==> config.mk <==
export PLATFORM = sky130hd
export DESIGN_NAME = alu_seq_divider
export DESIGN_NICKNAME = d
export VERILOG_FILES = /design/src/rtl/alu_seq_divider.sv
export SDC_FILE = /design/constraint.sdc
export NUM_CORES = 1
export LEC_CHECK = 0
export CORE_ASPECT_RATIO = 1.5
export CORE_UTILIZATION = 33
export DETAILED_ROUTE_END_ITERATION = 10
export PLACE_DENSITY_LB_ADDON = 0.08
export SYNTH_ARGS = -nofsm -noshare
export SYNTH_HDL_FRONTEND = slang
export SYNTH_SLANG_ARGS = --single-unit
==> constraint.sdc <==
create_clock -name clk -period 8.87 [get_ports clk]
set_clock_uncertainty 0.05 [all_clocks]
set_input_delay 1.774 -clock clk [delete_from_list [all_inputs] [get_ports clk]]
set_output_delay 1.774 -clock clk [all_outputs]
set_load 0.02 [all_outputs]
==> src/rtl/alu_seq_divider.sv <==
// Multi-cycle restoring unsigned divider for the ALU divide op (start/done handshake).
// One quotient bit per clock; divide-by-zero finishes one cycle after accept.
module alu_seq_divider #(
    parameter int WIDTH = 18
) (
    input  logic             clk,
    input  logic             rst,
    input  logic             start,
    input  logic [WIDTH-1:0] A,
    input  logic [WIDTH-1:0] B,
    output logic             busy,
    output logic             done,
    output logic [WIDTH-1:0] Quotient,
    output logic [WIDTH-1:0] Remainder,
    output logic             OverFlow,
    output logic             Carry,
    output logic             Zero,
    output logic             Negative
);

    localparam int CNT_W = $clog2(WIDTH) + 1;
    localparam logic [CNT_W-1:0] LAST = CNT_W'(WIDTH - 1);

    typedef enum logic [1:0] {IDLE, CALC, DONE} state_t;

    state_t           state_q, state_d;
    logic             accept;
    logic [CNT_W-1:0] cnt_q, cnt_d;
    logic [WIDTH-1:0] rem_q, rem_d;
    logic [WIDTH-1:0] dvd_q, dvd_d;
    logic [WIDTH-1:0] div_q, div_d;
    logic             dz_q, dz_d;
    logic [WIDTH-1:0] quo_q, quo_d;
    logic [WIDTH-1:0] rmo_q, rmo_d;
    logic             ovf_q, ovf_d;
    logic             zero_q, zero_d;
    logic [WIDTH:0]   rem_sh;
    logic             ge;
    logic [WIDTH-1:0] rem_nx;
    logic [WIDTH-1:0] quo_nx;

    always_ff @(posedge clk or posedge rst) begin
        if (rst) state_q <= IDLE;
        else     state_q <= state_d;
    end

    always_comb begin
        state_d = state_q;
        unique case (state_q)
            IDLE:    if (start) state_d = CALC;
            CALC:    if (dz_q || cnt_q == LAST) state_d = DONE;
            DONE:    state_d = start ? CALC : IDLE;
            default: state_d = IDLE;
        endcase
    end

    always_comb begin
        busy      = (state_q == CALC);
        done      = (state_q == DONE);
        Quotient  = quo_q;
        Remainder = rmo_q;
        OverFlow  = ovf_q;
        Carry     = 1'b0;
        Zero      = zero_q;
        Negative  = quo_q[WIDTH-1];
    end

    // Shifted remainder needs WIDTH+1 bits; the restored result is always < B so fits WIDTH bits.
    always_comb begin
        accept = start && (state_q != CALC);
        rem_sh = {rem_q, dvd_q[WIDTH-1]};
        ge     = (rem_sh >= {1'b0, div_q});
        rem_nx = ge ? (rem_sh[WIDTH-1:0] - div_q) : rem_sh[WIDTH-1:0];
        quo_nx = {dvd_q[WIDTH-2:0], ge};

        cnt_d  = cnt_q;
        rem_d  = rem_q;
        dvd_d  = dvd_q;
        div_d  = div_q;
        dz_d   = dz_q;
        quo_d  = quo_q;
        rmo_d  = rmo_q;
        ovf_d  = ovf_q;
        zero_d = zero_q;

        if (accept) begin
            cnt_d = '0;
            rem_d = '0;
            dvd_d = A;
            div_d = B;
            dz_d  = (B == '0);
        end else if (state_q == CALC) begin
            if (dz_q) begin
                quo_d  = '1;
                rmo_d  = dvd_q;
                ovf_d  = 1'b1;
                zero_d = 1'b0;
            end else begin
                rem_d = rem_nx;
                dvd_d = quo_nx;
                cnt_d = (cnt_q == LAST) ? cnt_q : cnt_q + CNT_W'(1);
                if (cnt_q == LAST) begin
                    quo_d  = quo_nx;
                    rmo_d  = rem_nx;
                    ovf_d  = 1'b0;
                    zero_d = (quo_nx == '0);
                end
            end
        end
    end

    always_ff @(posedge clk or posedge rst) begin
        if (rst) begin
            cnt_q  <= '0;
            rem_q  <= '0;
            dvd_q  <= '0;
            div_q  <= '0;
            dz_q   <= 1'b0;
            quo_q  <= '0;
            rmo_q  <= '0;
            ovf_q  <= 1'b0;
            zero_q <= 1'b0;
        end else begin
            cnt_q  <= cnt_d;
            rem_q  <= rem_d;
            dvd_q  <= dvd_d;
            div_q  <= div_d;
            dz_q   <= dz_d;
            quo_q  <= quo_d;
            rmo_q  <= rmo_d;
            ovf_q  <= ovf_d;
            zero_q <= zero_d;
        end
    end

endmodule

==> flow_summary.yaml, run 1 <==
routing:
  ant_nets: 0
  num_vias: 4501
  vias_per_cell: 5.19
  wire_per_inst_um: 17.7
  first_pass_iters: 4
  drc: 0
  wl_met3_um: 501
  top_layer: "met4"
  drt-met1-wl_mm: 6.41
  drt_wl_total_mm: 15.4
  met2_length_mm: 8.18
  drtIter0Drc: 203
grt:
  grt_pass1_wl_mm: 24.8
  grt_overflow: 0
  grtUsageTotal_pct: 19.7
  antenna_found_initial: 0
  first_global_vias: 4577
  grt_max_degree: 62
placement:
  dp_cells: 852
  gp_congestion: 0.872
  io_buffers: 79
  dp_hpwl_mm: 11.5
logic_synthesis:
  syn_area_mm2: 0.00532
  synth_xor_area_share_pct: 2.80
  yosys-top-cells-area: "dfrtp_1 (48%), nand2_1 (8.5%), o21ai_0 (5.2%)"
  synth_top_area_share_pct: 47.5
  synth_top_family_by_area: "simple AND/OR/NAND/NOR gates"
  synthAdderAreaFrac_pct: 5.08
  synth-seq-cells: 101
  yosysWarnings: 0
  synth_top_cell_by_area: "dfrtp_1"
  synthMuxAreaShare_pct: 2.47
  synth_cell_types: 54
  synth_edf_count: 0
  synth-compound-area-share_pct: 17.5
  synth_cells: 595
  ys_async_sr_fraction_pct: 100
  avgSynthCellArea_um2: 8.94
  synth_fp_nets: 655
  synth_top_flop_cell: "dfrtp_1"
  yosys.area_share.simple_pct: 19.5
  ys_seq_area_share_pct: 47.5
layout:
  layout_common_cells: "nand2_1 (120), dfrtp_1 (101), clkdlybuf4s50_1 (79), o21ai_0 (54)"
  finalNetCount: 720
  fin_cells: 868
  diodes: 0
  final_util_pct: 42.0
  drive_gt1_share_pct: 4.96
  syn_to_final_growth_pct: 24.0
  layout_commonest_cell: "nand2_1"
floorplan:
  boundaryPins: 81
  rows: 56
  fp.dieH_um: 157
  fp.dieW_um: 106
  initial_core_util_pct: 33.9
  core_mm2: 0.0157
  dieArea_mm2: 0.0166
cts:
  clkTransAtPathRegs_ns: 0.07
  hold_buffers: 0
  cts-buffers-inserted: 9
  post-cts-setup-buffers: 0
  post_cts_resized: 0
  cts_max_level: 3
  cts.sinks: 101
  root_buffer: "clkbuf_16"
  clock_latency_ns: 0.35
  clk_path_buf_depth: 2
  cts_tree: "done"
sta:
  tightestPinTransition_ns: 1.06
  max_slew_margin_pct: 29.3
  maxSlewViolCount: 0
  tns_ns: 0
  setup_violations: 0
  finalHoldViolations: 0
  worst_hold_slack_ns: 0.430
  timing.final.crit_share_pct: 41.5
  grt_setup_unrepaired: "no"
  post-route-min-period_ns: 3.68
  fmax_mhz: 272
pwr:
  peakVddDrop_mv: 0.156
  p_leak_nw: 2.92
  power.total_w: 0.00301
  powerDensity_mw_per_mm2: 457
worst_setup_path:
  crit_path_max_incr_delay_ns: 0.74
  cp_max_fo: 61
  cp_slowest_cell: "nor2_1"
  cp.arrival_ns: 3.88
  cp-start-kind: "input pin"
  crit_start: "start"
  cp.required_ns: 9.07
  r2r-start: "dvd_q[17]"
  path_common_cell: "buf_4"
  cp_cell_sequence: "clkdlybuf4s50_1, inv_1, nor2_4, buf_4, nor2_1, buf_4, nand2_1, o21ai_1"
  cp-end-kind: "flop"
  critPathKind: "input pin to flop"
status:
  status: "completed"
job:
  drv_cap: 0
hold_path:
  hold_class: "flop to flop"
  hp-start: "OverFlow"
power by group:
part,switching (W),internal [W],leakage [nW]
sequential,0.000187,0.000690,1.21
combinational,0.000990,0.000706,1.55
clock,0.000181,0.000258,0.161
final timing paths:
check / end / slack, ns / cells after the start
max reg2reg: rem_q[14] / 5.72 / 11
max in group asynchronous: rem_q[7] / 5.81 / 3
min in group asynchronous: cnt_q[0] / 1.78 / 2
min: OverFlow / 0.43 / 2
max: rem_q[3] / 5.19 / 8
min reg2reg: OverFlow / 0.43 / 2
state kept, by name, indices dropped and copies added (netlist names), 2 cells and up:
| register | cells |
|---|---|
| Remainder | 18 |
| Quotient | 18 |
| div_q | 18 |
| dvd_q | 18 |
| state_q | 2 |
| rem_q | 18 |
| cnt_q | 6 |
critical path, delay by kind of cell:
family	cells	cell delay, ns
AOI/OAI and AO/OA	1	0.09
buffers and inverters	4	1.14
and+or+nand+nor	3	0.85
layout make-up:
class                   instances  area (um2)
clock buffers                  10         239
clock inverters                 6        92.6
fillers                      1621        9100
inverters                      28         108
multi-input cells             434        2530
flip-flops and latches        101        2530
well taps                     203         254
repair buffers                 86         843
cell families after synthesis:
kind of cell | after synthesis
compound gates | 155
xor+xnor | 17
fa+ha+maj | 21
buf+inv | 60
flops | 101
mux | 13
other cells | 1
simple gates | 227
synthesized netlist by cell type (all sizes together) (8+ instances only):
library cell	count
inv	28
nand3	33
clkbuf	26
a21oi	33
ha	20
xor2	9
xnor2	8
nor4	8
a31oi	9
and3	12
mux2i	12
nand2	120
dfrtp	101
a22oi	15
nor2	23
o21ai	68
routing by layer:
layer | vias to the layer above | track usage [%]
li1 | 2215 | -
met1 | 2166 | 22.6
met2 | 103 | 37.1
met3 | 17 | 3.06
met4 | 0 | 6.48
met5 | - | 0
stage by stage:
stage                     setup WS [ns]  cell area [um2]
after CTS                          5.12             6590
after floorplan                    4.40             5320
after global routing               4.97             6590
after detailed placement           4.77             6260
after global placement             4.87             6260
final                              5.19             6590
Note: power is estimated with default switching activity, not from simulation.
==> inputs of run 2 (changes only) <==
==> constraint.sdc (replaced) <==
create_clock -name clk -period 3.3 [get_ports clk]
set_clock_uncertainty 0.05 [all_clocks]
set_input_delay 0.66 -clock clk [delete_from_list [all_inputs] [get_ports clk]]
set_output_delay 0.66 -clock clk [all_outputs]
set_load 0.02 [all_outputs]
==> run 2 against run 1 <==
Power rose to 2.7 times the previous value. Critical path type is now flop to flop. Via count increased by 2.1%. Critical endpoint is now Remainder[17]. Design area is 0.53% higher. Count of clock-buffer cells in the layout down 1. Worst setup slack lost 4.8 ns.
==> flow_summary.yaml, run 2 (synthesis results as in run 1) <==
floorplan:
  rows: 56
  core_mm2: 0.0157
  boundaryPins: 81
  fp.dieH_um: 157
  fp.dieW_um: 106
  dieArea_mm2: 0.0166
  initial_core_util_pct: 33.9
routing:
  drt_wl_total_mm: 15.8
  drc: 0
  num_vias: 4594
  drtIter0Drc: 176
  first_pass_iters: 5
  vias_per_cell: 5.26
  ant_nets: 0
  wire_per_inst_um: 18.1
worst_setup_path:
  crit_path_max_incr_delay_ns: 0.49
  crit_start: "rem_q[12]"
  cp-end-kind: "flop"
  critPathKind: "flop to flop"
  r2r-start: "rem_q[12]"
  cp.arrival_ns: 3.08
  cp.required_ns: 3.51
  cp_cell_sequence: "ha_1, and3_1, nand2_1, or4_1, nand3_2, or2_4, mux2_2, o21ai_0"
  cp_slowest_cell: "or4_1"
  cp-start-kind: "flop"
  cp_max_fo: 19
  reg2reg_depth: 8
sta:
  grt_setup_unrepaired: "no"
  max_slew_margin_pct: 43.8
  maxSlewViolCount: 0
  finalHoldViolations: 0
  post-route-min-period_ns: 2.87
  timing.final.crit_share_pct: 86.8
  tns_ns: 0
  fmax_mhz: 349
  tightestPinTransition_ns: 0.841
  setup_violations: 0
layout:
  nFillCells: 1624
  layout_commonest_cell: "nand2_1"
  fin_area_mm2: 0.00663
  multi_input_area_mm2: 0.00253
  finalNetCount: 726
  syn_to_final_growth_pct: 24.6
  fin_cells: 874
  drive_gt1_share_pct: 5.81
  diodes: 0
  layout_common_cells: "nand2_1 (120), dfrtp_1 (101), clkdlybuf4s50_1 (79), o21ai_0 (54)"
  regArea_mm2: 0.00253
status:
  status: "completed"
pwr:
  peakVddDrop_mv: 0.501
  powerDensity_mw_per_mm2: 1230
  p_leak_nw: 2.94
hold_path:
  hp-start: "OverFlow"
  hold-path-cell-count: 2
  hold_class: "flop to flop"
cts:
  cts_max_level: 3
  cts_tree: "done"
  hold_buffers: 0
  post_cts_resized: 0
  cts.sinks: 101
  post-cts-setup-buffers: 0
  clk_path_buf_depth: 2
  clock_latency_ns: 0.35
  root_buffer: "clkbuf_16"
  cts-buffers-inserted: 9
  clkTransAtPathRegs_ns: 0.07
grt:
  grt_overflow: 0
  grtUsageTotal_pct: 20.2
  antenna_found_initial: 0
  grt_pass1_wl_mm: 25.7
  grt_max_degree: 102
  first_global_vias: 4628
placement:
  io_buffers: 79
  gp_congestion: 0.898
  place_area_mm2: 0.00632
  dp_cells: 858
  dp_hpwl_mm: 11.8
job:
  drv_cap: 0
## run 2: changes by cell type in the layout (fill, tap and decap cells not counted), sizes merged
cell      change
bufinv        -1
clkinvlp      +1
buf           +6
inv           -1
clkinv        +2
clkbuf        -1
## run 2: worst paths after layout
kind                                  to  slack, ns
hold reg to reg                 OverFlow       0.44
setup / recovery           Remainder[17]       0.43
max in group asynchronous      div_q[14]       2.02
setup reg to reg           Remainder[17]       0.43
min in group asynchronous       dvd_q[5]       0.75
hold / removal                  OverFlow       0.44
## run 2: power breakdown
part / internal, W / leakage (nW) / switching (W) / total, W
logic: 0.00194 / 1.58 / 0.00273 / 0.00468
clock network: 0.000601 / 0.149 / 0.000513 / 0.00111
registers: 0.00185 / 1.21 / 0.000504 / 0.00236
total: 0.00440 / 2.94 / 0.00375 / 0.00815
## run 2: cell type report
cell class	instances	share of cell area, %
sequential	101	38.1
multi-input combinational	434	38.1
timing repair buffer	92	13.6
tap	203	3.83
clock buffer	9	3.40
inverter	28	1.64
clock inverter	7	1.25
## run 2: metrics by stage
stage                     setup slack (ns)  power (W)  util (%)  hold slack [ns]
final                                0.434    0.00815      42.2            0.438
after global routing                 0.182    0.00885      42.2            0.466
after CTS                            0.420    0.00823      42.2            0.434
after detailed placement             0.444    0.00709      40.3            0.418
after global placement               0.421    0.00705      40.3            0.410
after floorplan                      0.793    0.00552         -            0.400
## run 2: worst max-delay path, delay by kind of cell (launching register included)
| family | cells | cell delay [ns] |
|---|---|---|
| adders and majority gates | 1 | 0.46 |
| AOI/OAI and AO/OA | 1 | 0.17 |
| DFF | 1 | 0.43 |
| muxes | 1 | 0.39 |
| and+or+nand+nor | 5 | 1.28 |
## run 2: per-layer routing
layer | part of all wire, % | GRT usage, % | vias to the layer above
met2 | 54 | 38.3 | 98
met5 | 0 | 0 | -
met1 | 41 | 23.4 | 2258
met3 | 3.2 | 2.40 | 17
met4 | 1.7 | 6.35 | 0
li1 | - | - | 2221
==> edit 1, RTL diff (flow settings as in run 1) <==
The 3 states of `state_t` get a one-hot encoding in 3 bits.
--- a/src/rtl/alu_seq_divider.sv
+++ b/src/rtl/alu_seq_divider.sv
@@ -23,3 +23,3 @@
 
-    typedef enum logic [1:0] {IDLE, CALC, DONE} state_t;
+    typedef enum logic [2:0] {IDLE = 3'b001, CALC = 3'b010, DONE = 3'b100} state_t;
 
Behaviour: same outputs for any inputs over 10 cycles, from zero or initial values and one cycle with rst high; not proved beyond that.
==> edit 1 against run 1 <==
Worst setup slack lost 0.56 ns; via count shrank 1.8%; design area is 0.23% higher; wire length is 4.5% lower; sequential cell count rose by 1; area after synthesis grew 1.3%; largest cell class is now multi-input combinational cells; fmax shrank 13%.
Power is not compared: it rests on default switching activity, and its combinational part moved more than twofold at a synthesized area within 25%.
==> edit 1: results (changes against run 1) <==
Place
  – Routability cong.: 0.8329 (was 0.8718)
  – Dpl hpwl: 10.86 mm (was 11.54 mm)
  – Placed cell count: 847 (was 852)

Worst hold path
  – Hold Crit Start: Quotient[11] (was OverFlow)
  – Hold WC Path Type: flip-flop to flip-flop (unchanged)

Global routing
  – Aggregate global-route resource usage: 18.36% (was 19.71%)
  – Largest net degree at the start of global routing: 71 (was 62)
  – First-pass GRT wire length: 23.87 mm (was 24.85 mm)
  – Initial antenna violation count: 0 (unchanged)
  – Vias in the first global route: 4,462 (was 4,577)

Power and ir drop
  – Combinational Power Share: 30.9%
  – Leakage power: 2.916 nW
  – P_int: 0.9279 mW
  – Worst vdd ir: 0.1090 mV

Clock network
  – Clock root buffer: clkbuf_16 (unchanged)
  – Postcts setup bufs: 0 (unchanged)
  – H-Tree Level Count: 3 (unchanged)
  – Worst-skew pair later-pin latency: 0.34 ns
  – Clock buffer depth: 2 (unchanged)
  – Worst-path clk slew: 0.08 ns
  – Post-CTS Resized: 0 (unchanged)

Route
  – Total iterations of the first detailed-routing run: 4 (unchanged)
  – Met1 WL: 6.469 mm (was 6.414 mm)
  – Vias: 4,420 (was 4,501)
  – Wire length on met2: 7.537 mm (was 8.177 mm)
  – Routed WL: 14.70 mm (was 15.38 mm)
  – 1st-iter DRT viols: 164 (was 203)
  – Routed wl met3: 426 um (was 501 um)
  – Via/cell ratio: 5.122 (was 5.185)

Critical path
  – CP max stage delay: 0.72 ns (was 0.74 ns)
  – CP startpoint: state_q[2] (was start)
  – CP delay by family, top: buffers and inverters (unchanged)
  – Slowest-stage cell, CP: clkdlybuf4s50_1 (was nor2_1)
  – Max FO, Critical Path: 17 (was 61)
  – Worst EP arrival: 2.41 ns (was 3.88 ns)
  – R2R setup slack: 5.75 ns (was 5.72 ns)

Timing
  – Setup TNS Final: 0 ns (unchanged)
  – Slew Limit Headroom: 35.47% (was 29.33%)

Final layout
  – Diode count: 0 (unchanged)
  – Filler cells: 1,608 (was 1,621)
  – Share of layout cells above drive strength 1: 5.758% (was 4.962%)
  – Nets: 715 (was 720)

Yosys
  – Top post-synthesis cells by area: dfrtp_1 47%, nand2_1 6.8%, o21ai_0 6.2% (was dfrtp_1 48%, nand2_1 8.5%, o21ai_0 5.2%)
  – Mapped Cells: 595 (unchanged)
  – Library cells used by synthesis: 55 (was 54)
  – Synth warn: 0 (unchanged)
  – Main synth FF type: dfrtp_1 (unchanged)
  – Top cells by count, synth: 101 x dfrtp_1, 98 x nand2_1, 67 x o21ai_0 (was 120 x nand2_1, 101 x dfrtp_1, 55 x o21ai_0)
  – Mapped Area: 5384 um2 (was 5316 um2)
  – Seq/Total Area, Yosys: 47.43% (was 47.54%)

Status
  – Status: finished clean (unchanged)
edit 1: cell count changes in the layout (fill, tap and decap cells not counted), sizes merged, moves of 3 or more:
cell    delta
nand3     -20
o21ai     +17
nand2     -21
mux2i      +4
a21oi      -4
a21o       +5
a22oi      +4
nor2      +16
nor3       -4
o211ai     -3
edit 1: layer usage:
| metal | GRT usage, % | vias up |
|---|---|---|
| li1 | - | 2195 |
| met1 | 22.19 | 2115 |
| met2 | 33.18 | 97 |
| met3 | 2.620 | 13 |
| met4 | 6.217 | 0 |
| met5 | 0 | - |
edit 1: layout make-up:
cell class              instances  area (um2)  area share (%)
clock buffers                  10       239.0           3.617
clock inverters                 6       55.05          0.8333
inverters                      26       100.1           1.515
multi-input cells             431        2569           38.88
flip-flops and latches        102        2554           38.66
well taps                     203       254.0           3.845
repair buffers                 85       835.8           12.65
edit 1: worst paths after layout:
| check | to | depth (start not counted) |
|---|---|---|
| max | busy | 3 |
| min | Quotient[11] | 2 |
| max reg2reg | Remainder[14] | 11 |
| min reg2reg | Quotient[11] | 2 |
| max in group asynchronous | Remainder[3] | 3 |
| min in group asynchronous | Quotient[14] | 2 |
edit 1: cell families after synthesis:
kind of cell	share of synthesized area (%)
compound gates	18.75
xor+xnor	2.928
fa+ha+maj	5.020
buf+inv	5.089
flops	47.43
mux	3.253
other cells	0.06965
simple gates	17.45
edit 1: stage by stage:
stage               power (mW)  setup WS (ns)  instance area [um2]  hold WS (ns)  utilization [%]
CTS                      1.504          4.639                 6606        0.4371            41.90
global placement         1.095          4.622                 6312        0.4108            40.04
finish                   1.486          4.632                 6606        0.4271            41.90
detailed placement       1.103          4.574                 6312        0.4193            40.04
floorplan               0.9482          4.372                 5384        0.3997                -
global route             1.583          4.534                 6606        0.4718            41.90
==> edit 2, RTL diff (flow settings as in run 1) <==
Without the edit above. Change the parameter `WIDTH` from 18 to 36.
--- a/src/rtl/alu_seq_divider.sv
+++ b/src/rtl/alu_seq_divider.sv
@@ -3,3 +3,3 @@
 module alu_seq_divider #(
-    parameter int WIDTH = 18
+    parameter int WIDTH = 36
 ) (
Interface: changed (resized A, B, Quotient and Remainder); port bits go from 81 to 153. The function was not compared with the original's and may differ.
==> edit 2 against run 1 <==
Area after synthesis increased by 95%; count of clock-buffer cells in the layout is 10 higher; first-iteration DRC count rose by 120%; power increased by 97%; worst setup slack got worse by 0.33 ns; wire length up 110%; design area up 95%; sequential cell count increased by 91; largest cell class is now multi-input combinational cells.
==> edit 2: results (changes against run 1) <==
Status
  – Status: finished clean (unchanged)

Yosys
  – Seq/Total Area, Yosys: 46.33% (was 47.54%)
  – Top cells by count, synth: 246 x nand2_1, 192 x dfrtp_1, 129 x o21ai_0 (was 120 x nand2_1, 101 x dfrtp_1, 55 x o21ai_0)
  – Syn avg cell area: 8.781 um2 (was 8.935 um2)

Final layout
  – Nets: 1,412 (was 720)
  – Share of layout cells above drive strength 1: 4.649% (was 4.962%)
  – Diode count: 0 (unchanged)

Critical path
  – R2R setup slack: 5.07 ns (was 5.72 ns)
  – Worst EP arrival: 2.19 ns (was 3.88 ns)
  – Slowest-stage cell, CP: clkdlybuf4s50_1 (was nor2_1)
  – CP max stage delay: 0.64 ns (was 0.74 ns)
  – Reg2Reg Depth: 12 (was 11)
  – Reg2Reg Capture Point: Remainder[28] (was rem_q[14])
  – Max FO, Critical Path: 7 (was 61)
  – R2r startpoint: dvd_q[35] (was dvd_q[17])

Place
  – Placed cell count: 1,685 (was 852)
  – Routability cong.: 0.8724 (was 0.8718)
  – IO buf count: 151 (was 79)
  – Dpl hpwl: 24.15 mm (was 11.54 mm)
  – Post-Place Worst Slack: 4.781 ns (was 4.773 ns)
  – Post-DP Area: 12,270 um2 (was 6260 um2)

Power and ir drop
  – Leakage power: 5.615 nW (was 2.919 nW)
  – Power consumption: 5.928 mW (was 3.011 mW)
  – Switch share: 47.32% (was 45.10%)
  – Seq. pwr: 1.65 mW (was 0.877 mW)
  – Worst vdd ir: 0.1955 mV (was 0.1558 mV)

Global routing
  – First-pass GRT wire length: 51.48 mm (was 24.85 mm)
  – Largest net degree at the start of global routing: 115 (was 62)

Route
  – 1st-iter DRT viols: 441 (was 203)
  – Routed len/inst: 18.99 um (was 17.72 um)
  – Routed WL: 32.61 mm (was 15.38 mm)
  – Total iterations of the first detailed-routing run: 5 (was 4)

Timing
  – Final min period: 4.012 ns (was 3.678 ns)
  – Actual slew at the worst max-slew pin: 1.101 ns (was 1.058 ns)
  – Hold WS: 0.4399 ns (was 0.4301 ns)

Clock network
  – H-Tree Level Count: 4 (was 3)
  – TritonCTS buffer count: 17 (was 9)
  – Worst-skew pair later-pin latency: 0.45 ns (was 0.35 ns)
  – Worst-path clk slew: 0.07 ns (about the same)
edit 2: cell count changes after synthesis, sizes merged, moves of 13 or more:
cell	change
nand2	+126
a22oi	+23
a31oi	+27
mux2i	+13
nand3	+17
a21o	+15
clkbuf	+26
ha	+17
dfrtp	+91
inv	+20
o21ai	+62
nor2	+32
edit 2: worst max path at each step:
stage,startpoint,endpoint
2_1_floorplan,rst,OverFlow
3_3_place_gp,rst,div_q[6]
6_report,state_q[0],busy
5_1_grt,state_q[0],busy
3_5_place_dp,rst,div_q[8]
4_1_cts,state_q[0],busy
edit 2: cell type report:
| class | instances | area (um2) |
|---|---|---|
| Clock inverter | 12 | 160.2 |
| Clock buffer | 20 | 446.7 |
| Multi-Input combinational cell | 873 | 5140 |
| Inverter | 49 | 191.4 |
| Timing Repair Buffer | 166 | 1624 |
| Fill cell | 3146 | 18060 |
| Tap cell | 405 | 506.7 |
| Sequential cell | 192 | 4805 |
edit 2: routing by layer:
| layer | share of wire [%] | GRT usage, % | routed length, um | vias up |
|---|---|---|---|---|
| met5 | 0 | 0 | 0 | - |
| met4 | 2.8 | 8.264 | 922 | 0 |
| met3 | 3.4 | 3.410 | 1108 | 44 |
| met2 | 49 | 35.77 | 16070 | 203 |
| met1 | 44 | 26.51 | 14510 | 4363 |
| li1 | - | - | - | 4423 |
edit 2: tightest hold or removal path: stages (launching register included):
cell and delay, ns:
dfrtp_1 0.35, nand2_1 0.05, nand2_1 0.05
edit 2: cells by family (layout without fill, tap and decap cells):
logic type	after synthesis	after routing	share of synthesized area (%)
simple gates	438	438	18.68
fa+ha+maj	38	38	4.657
flops	192	192	46.33
xor+xnor	31	31	2.618
other cells	1	1	0.03616
mux	27	27	2.666
compound gates	338	338	20.60
buf+inv	116	247	4.416
